<file path="src/rtl/imem_loader.sv">
// imem_loader -- streams a little-endian byte sequence into instruction memory.
//
// A load session begins with start in IDLE, which latches the word count.
// Bytes are packed four at a time into a 32-bit word, which is then written to
// consecutive word-aligned addresses. The processor is held in reset for the
// whole session, and done pulses once the last word has been written.
//
// Optional feature: define IMEM_LOADER_CHECKSUM_EN to build a running 32-bit sum
// of the written words. Without it, checksum is tied to zero.
//
// Ports:
//   clk         in   clock; all state changes on its rising edge
//   reset       in   synchronous, active-low reset
//   start       in   begin a load session (honoured only in IDLE)
//   num_words   in   words to load (0 or >DEPTH means DEPTH), sampled on start
//   byte_valid  in   byte_data carries a byte
//   byte_data   in   program byte stream
//   byte_ready  out  loader accepts a byte this cycle
//   we          out  instruction-memory write enable
//   wa          out  instruction-memory byte address (word aligned)
//   wd          out  instruction-memory write data
//   cpu_hold    out  keeps the processor in reset during a session
//   done        out  one-cycle pulse at session end
//   checksum    out  sum of written words (0 unless IMEM_LOADER_CHECKSUM_EN)
//
// State | meaning
// IDLE  | waiting for start
// RECV  | accepting bytes of the current word
// WRITE | one-cycle memory write of the assembled word
// DONE  | one-cycle completion pulse
module imem_loader #(
  parameter int DEPTH = 64
) (
  input  logic        clk,
  input  logic        reset,
  input  logic        start,
  input  logic [6:0]  num_words,
  input  logic        byte_valid,
  input  logic [7:0]  byte_data,
  output logic        byte_ready,
  output logic        we,
  output logic [31:0] wa,
  output logic [31:0] wd,
  output logic        cpu_hold,
  output logic        done,
  output logic [31:0] checksum
);

  localparam int IDX_W = $clog2(DEPTH) + 1;

  typedef enum logic [1:0] {IDLE, RECV, WRITE, DONE} state_t;

  state_t             state_q, state_d;
  logic [1:0]         byte_cnt_q, byte_cnt_d;
  logic [31:0]        word_q, word_d;
  logic [IDX_W-1:0]   word_idx_q, word_idx_d;
  logic [IDX_W-1:0]   count_q, count_d;
  logic [IDX_W-1:0]   count_start;

  // Zero and over-range requests both mean "fill the whole memory".
  always_comb begin
    if (num_words == 7'd0 || int'(num_words) > DEPTH) begin
      count_start = IDX_W'(DEPTH);
    end else begin
      count_start = IDX_W'(num_words);
    end
  end

  always_ff @(posedge clk) begin
    if (!reset) begin
      state_q    <= IDLE;
      byte_cnt_q <= '0;
      word_q     <= '0;
      word_idx_q <= '0;
      count_q    <= '0;
    end else begin
      state_q    <= state_d;
      byte_cnt_q <= byte_cnt_d;
      word_q     <= word_d;
      word_idx_q <= word_idx_d;
      count_q    <= count_d;
    end
  end

  always_comb begin
    state_d    = state_q;
    byte_cnt_d = byte_cnt_q;
    word_d     = word_q;
    word_idx_d = word_idx_q;
    count_d    = count_q;
    case (state_q)
      IDLE: begin
        if (start) begin
          count_d    = count_start;
          byte_cnt_d = '0;
          word_idx_d = '0;
          word_d     = '0;
          state_d    = RECV;
        end
      end
      RECV: begin
        if (byte_valid) begin
          word_d[{byte_cnt_q, 3'b000} +: 8] = byte_data;
          byte_cnt_d = byte_cnt_q + 2'd1;
          if (byte_cnt_q == 2'd3) begin
            state_d = WRITE;
          end
        end
      end
      WRITE: begin
        word_idx_d = word_idx_q + 1'b1;
        if (word_idx_d == count_q) begin
          state_d = DONE;
        end else begin
          state_d = RECV;
        end
      end
      DONE: begin
        state_d = IDLE;
      end
      default: begin
        state_d = IDLE;
      end
    endcase
  end

  assign byte_ready = (state_q == RECV);
  assign we         = (state_q == WRITE);
  assign cpu_hold   = (state_q != IDLE);
  assign done       = (state_q == DONE);
  // Address and data are forced to zero outside the write cycle.
  assign wa         = we ? (32'(word_idx_q) << 2) : 32'd0;
  assign wd         = we ? word_q : 32'd0;

`ifdef IMEM_LOADER_CHECKSUM_EN
  logic [31:0] checksum_q;

  always_ff @(posedge clk) begin
    if (!reset) begin
      checksum_q <= '0;
    end else if (state_q == IDLE && start) begin
      checksum_q <= '0;
    end else if (state_q == WRITE) begin
      checksum_q <= checksum_q + word_q;
    end
  end

  assign checksum = checksum_q;
`else
  assign checksum = 32'd0;
`endif

endmodule

</file>
<file path="config.mk">
export PLATFORM = sky130hd
export DESIGN_NAME = imem_loader
export DESIGN_NICKNAME = d
export VERILOG_FILES = /design/src/rtl/imem_loader.sv
export SDC_FILE = /design/constraint.sdc
export NUM_CORES = 1
export LEC_CHECK = 0
export CAP_MARGIN = 20
export CORE_MARGIN = 2
export CORE_UTILIZATION = 48
export CTS_CLUSTER_SIZE = 10
export DETAILED_ROUTE_END_ITERATION = 10
export PLACE_DENSITY = 0.93
export RECOVER_POWER = 25
export SETUP_SLACK_MARGIN = 0.2
export SYNTH_ARGS = -nofsm -noshare
export SYNTH_HDL_FRONTEND = slang
export SYNTH_SLANG_ARGS = --single-unit
export TNS_END_PERCENT = 50
</file>
<file path="constraint.sdc">
create_clock -name clk -period 3.6 [get_ports clk]
set_input_delay 0.54 -clock clk [delete_from_list [all_inputs] [get_ports clk]]
set_output_delay 0.54 -clock clk [all_outputs]
set_load 0.05 [all_outputs]
</file>
==> results_dict.tcl <==
set metrics [dict create \
    cts-root-buf "clkbuf_8" \
    drive_gt1_share_pct 7.95 \
    diodes 0 \
    via_per_inst 5.06 \
    crit_start "state_q[1]$_SDFFE_PN0P_" \
    worstSkewPairLatency_ns 0.31 \
    startpoint_type "register" \
    firstDrtPassIters 4 \
    reg2reg_from "state_q[0]$_SDFFE_PN0P_" \
    yosysMostFrequentCell "buf_4" \
    synth_edf_count 0 \
    ys_ff_latch 50 \
    fin_worst_skew_ns 0.00805 \
    r2r_cells 5 \
    htreeDepth 2 \
    r2r_end "word_q[26]$_SDFFE_PN0P_" \
    slew_headroom_pct 30.7 \
    cts_tree "done" \
    fin_setup_tns_ns 0 \
    grt_max_degree 38 \
    status "completed" \
    rows 29 \
    vias 2490 \
    setup.worst_path.end "wd[18]" \
    grt_pass1_wl_mm 10.7 \
    grt_setup_unrepaired "false" \
    syn2layout_area_growth_pct 16.2 \
    fin_total_pwr_mw 1.26 \
    dieArea_mm2 0.00724 \
    clk_pin_slew_ns 0.09 \
    cts_buffers 5 \
    drt-initial-drc-count 130 \
    p_leak_nw 1.37 \
    finalWirelength_mm 6.69 \
    finalSetupViolations 0 \
    ys_seq_area_share_pct 31.7 \
    synth_top_area_share_pct 31.7 \
    grt_pass1_vias 2233 \
    async_reset_ff_share_pct 0 \
    worstMarginPinSlew_ns 1.04 \
    endpoint_kind "primary output" \
    synth_area_leaders "dfxtp_1 32%, buf_4 14%, and2_1 8.1%" \
    ys.flop_type "dfxtp_1" \
    crit_chain "nor2b_4 -> buf_12 -> and2_1 -> clkdlybuf4s50_1" \
    worstPathRequired_ns 3.06 \
    clkSinkCount 50 \
    fillers 560 \
    drc 0 \
    syn_area_per_cell_um2 8.60 \
    cts_resized 0 \
    crit_arrival_ns 2.59 \
    fmax_mhz 319 \
    vdd_drop_max_mv 0.224 \
    cp_slowest_stage_delay_ns 0.82 \
    ys_types 45 \
    slew_violations 0 \
    final_nets 438 \
    synth_cells 367 \
    synth_top_cell_by_area "dfxtp_1" \
    hp-class "register to register" \
    finalHoldViolations 0 \
    fin_hold_ws_ns 0.470 \
    timing.final.crit_share_pct 87.0 \
    core_area_mm2 0.00635 \
    grt.total_usage_pct 18.1 \
    slowest_stage "clkdlybuf4s50_1" \
    ctsHoldBuffers 0 \
    syn_area_mm2 0.00316 \
    min_period_ns 3.13 \
    crit_fanout 32 \
    cts.path.max_buffers 2 \
    synth.top_cells.by_count "57 x buf_4, 50 x dfxtp_1, 41 x and2_1" \
    gp_congestion 0.857 \
    reg2reg_setup_slack_ns 1.41 \
    wl_per_cell_um 13.6 \
    num_io_pins 119 \
    antenna_left 0 \
    critPathKind "register to primary output" \
    hpwl_mm 5.01 \
    grt_overflow 0 \
    yosys_warnings 0 \
    p_per_area_mw_per_mm2 345 \
    post_cts_buffers 0 \
    maxCapViolCount 0 \
    placement.io_buffers 61 \
    die_w_um 85.1 \
    die_y_um 85.1 \
    initial_core_util_pct 49.7 \
    antenna_found_initial 0 \
]
[logic make-up after synthesis]
logic type | synth area share, %
flops | 31.7
simple gates | 28.1
buf+inv | 18.1
fa+ha+maj | 1.98
mux | 1.70
compound gates | 15.8
xor+xnor | 2.50
other cells | 0.119
[registers in the layout, summed over array words and instances, names as in the netlist]
name	cells
state_q	2
byte_cnt_q	2
word_idx_q	7
count_q	7
word_q	32
[worst max-delay path: cells and delay by family, from the launching register on]
kind	cells	cell delay, ns
buffers and inverters	2	1.02
flip-flops	1	0.69
AND/OR/NAND/NOR	2	0.56
[stage by stage]
stage	instance area (µm²)	worst slack [ns]	instances	util [%]
CTS	3660	0.314	492	57.7
detailed placement	3550	0.666	484	56.0
global route	3670	0.289	492	57.7
finish	3670	0.469	492	57.7
floorplan	3370	1.15	423	-
global placement	3550	0.748	484	56.0
[layout make-up]
cell class	instances	area, µm²	share of cell area, %
Multi-Input combinational cell	288	1800	49.1
Clock inverter	2	37.5	1.02
Sequential cell	50	1000	27.3
Timing Repair Buffer	63	634	17.3
Clock buffer	6	72.6	1.98
Inverter	6	22.5	0.614
Tap cell	77	96.3	2.63
[routing by layer]
metal / share of wire [%] / GRT usage (%) / wire length (µm) / vias to the layer above
li1: - / - / - / 1211
met1: 42 / 23.4 / 2780 / 1163
met2: 49 / 29.1 / 3280 / 107
met3: 8.2 / 4.67 / 548 / 9
met4: 1.2 / 6.35 / 83 / 0
met5: 0 / 0 / 0 / -
[cells in the final DEF, fill, tap and decap left out, types with 2 or more instances in the layout]
cell             synthesis  final
a21oi_1                 10     10
nor3b_1                  6      6
nand2b_4                 2      2
clkbuf_1                11      2
nor2b_1                 24     23
clkbuf_8                 0      5
conb_1                   1     57
nand2b_1                 2      2
a21boi_0                17     17
ha_1                     5      5
nor3_1                   4      4
nor2_1                   7      7
xnor2_1                  7      7
mux2i_1                  2      2
dfxtp_1                 50     50
inv_1                    6      6
and2_1                  41     41
nand2_1                 22     22
a21o_1                   6      6
mux2_2                   3      3
a22oi_1                 16     16
nand3_1                 23     23
a22oi_2                  8      8
clkdlybuf4s50_1          0     60
xor2_1                   2      2
nor2b_2                  8      8
[worst min path at each step]
stage                            start                 endpoint  slack (ns)  depth (start not counted)
6_report       word_q[17]$_SDFFE_PN0P_  word_q[17]$_SDFFE_PN0P_        0.47                          2
3_5_place_dp    word_q[1]$_SDFFE_PN0P_   word_q[1]$_SDFFE_PN0P_        0.46                          2
3_3_place_gp    word_q[0]$_SDFFE_PN0P_   word_q[0]$_SDFFE_PN0P_        0.45                          2
2_1_floorplan   word_q[0]$_SDFFE_PN0P_   word_q[0]$_SDFFE_PN0P_        0.44                          2
4_1_cts         word_q[1]$_SDFFE_PN0P_   word_q[1]$_SDFFE_PN0P_        0.47                          2
5_1_grt        word_q[17]$_SDFFE_PN0P_  word_q[17]$_SDFFE_PN0P_        0.49                          2
[where the power goes]
group          switching, mW  total, mW  internal, mW
sequential            0.0166      0.580         0.563
combinational          0.222      0.285        0.0635
clock                  0.192      0.400         0.208
total                  0.431       1.26         0.834
Note: power is estimated with default switching activity, not from simulation.
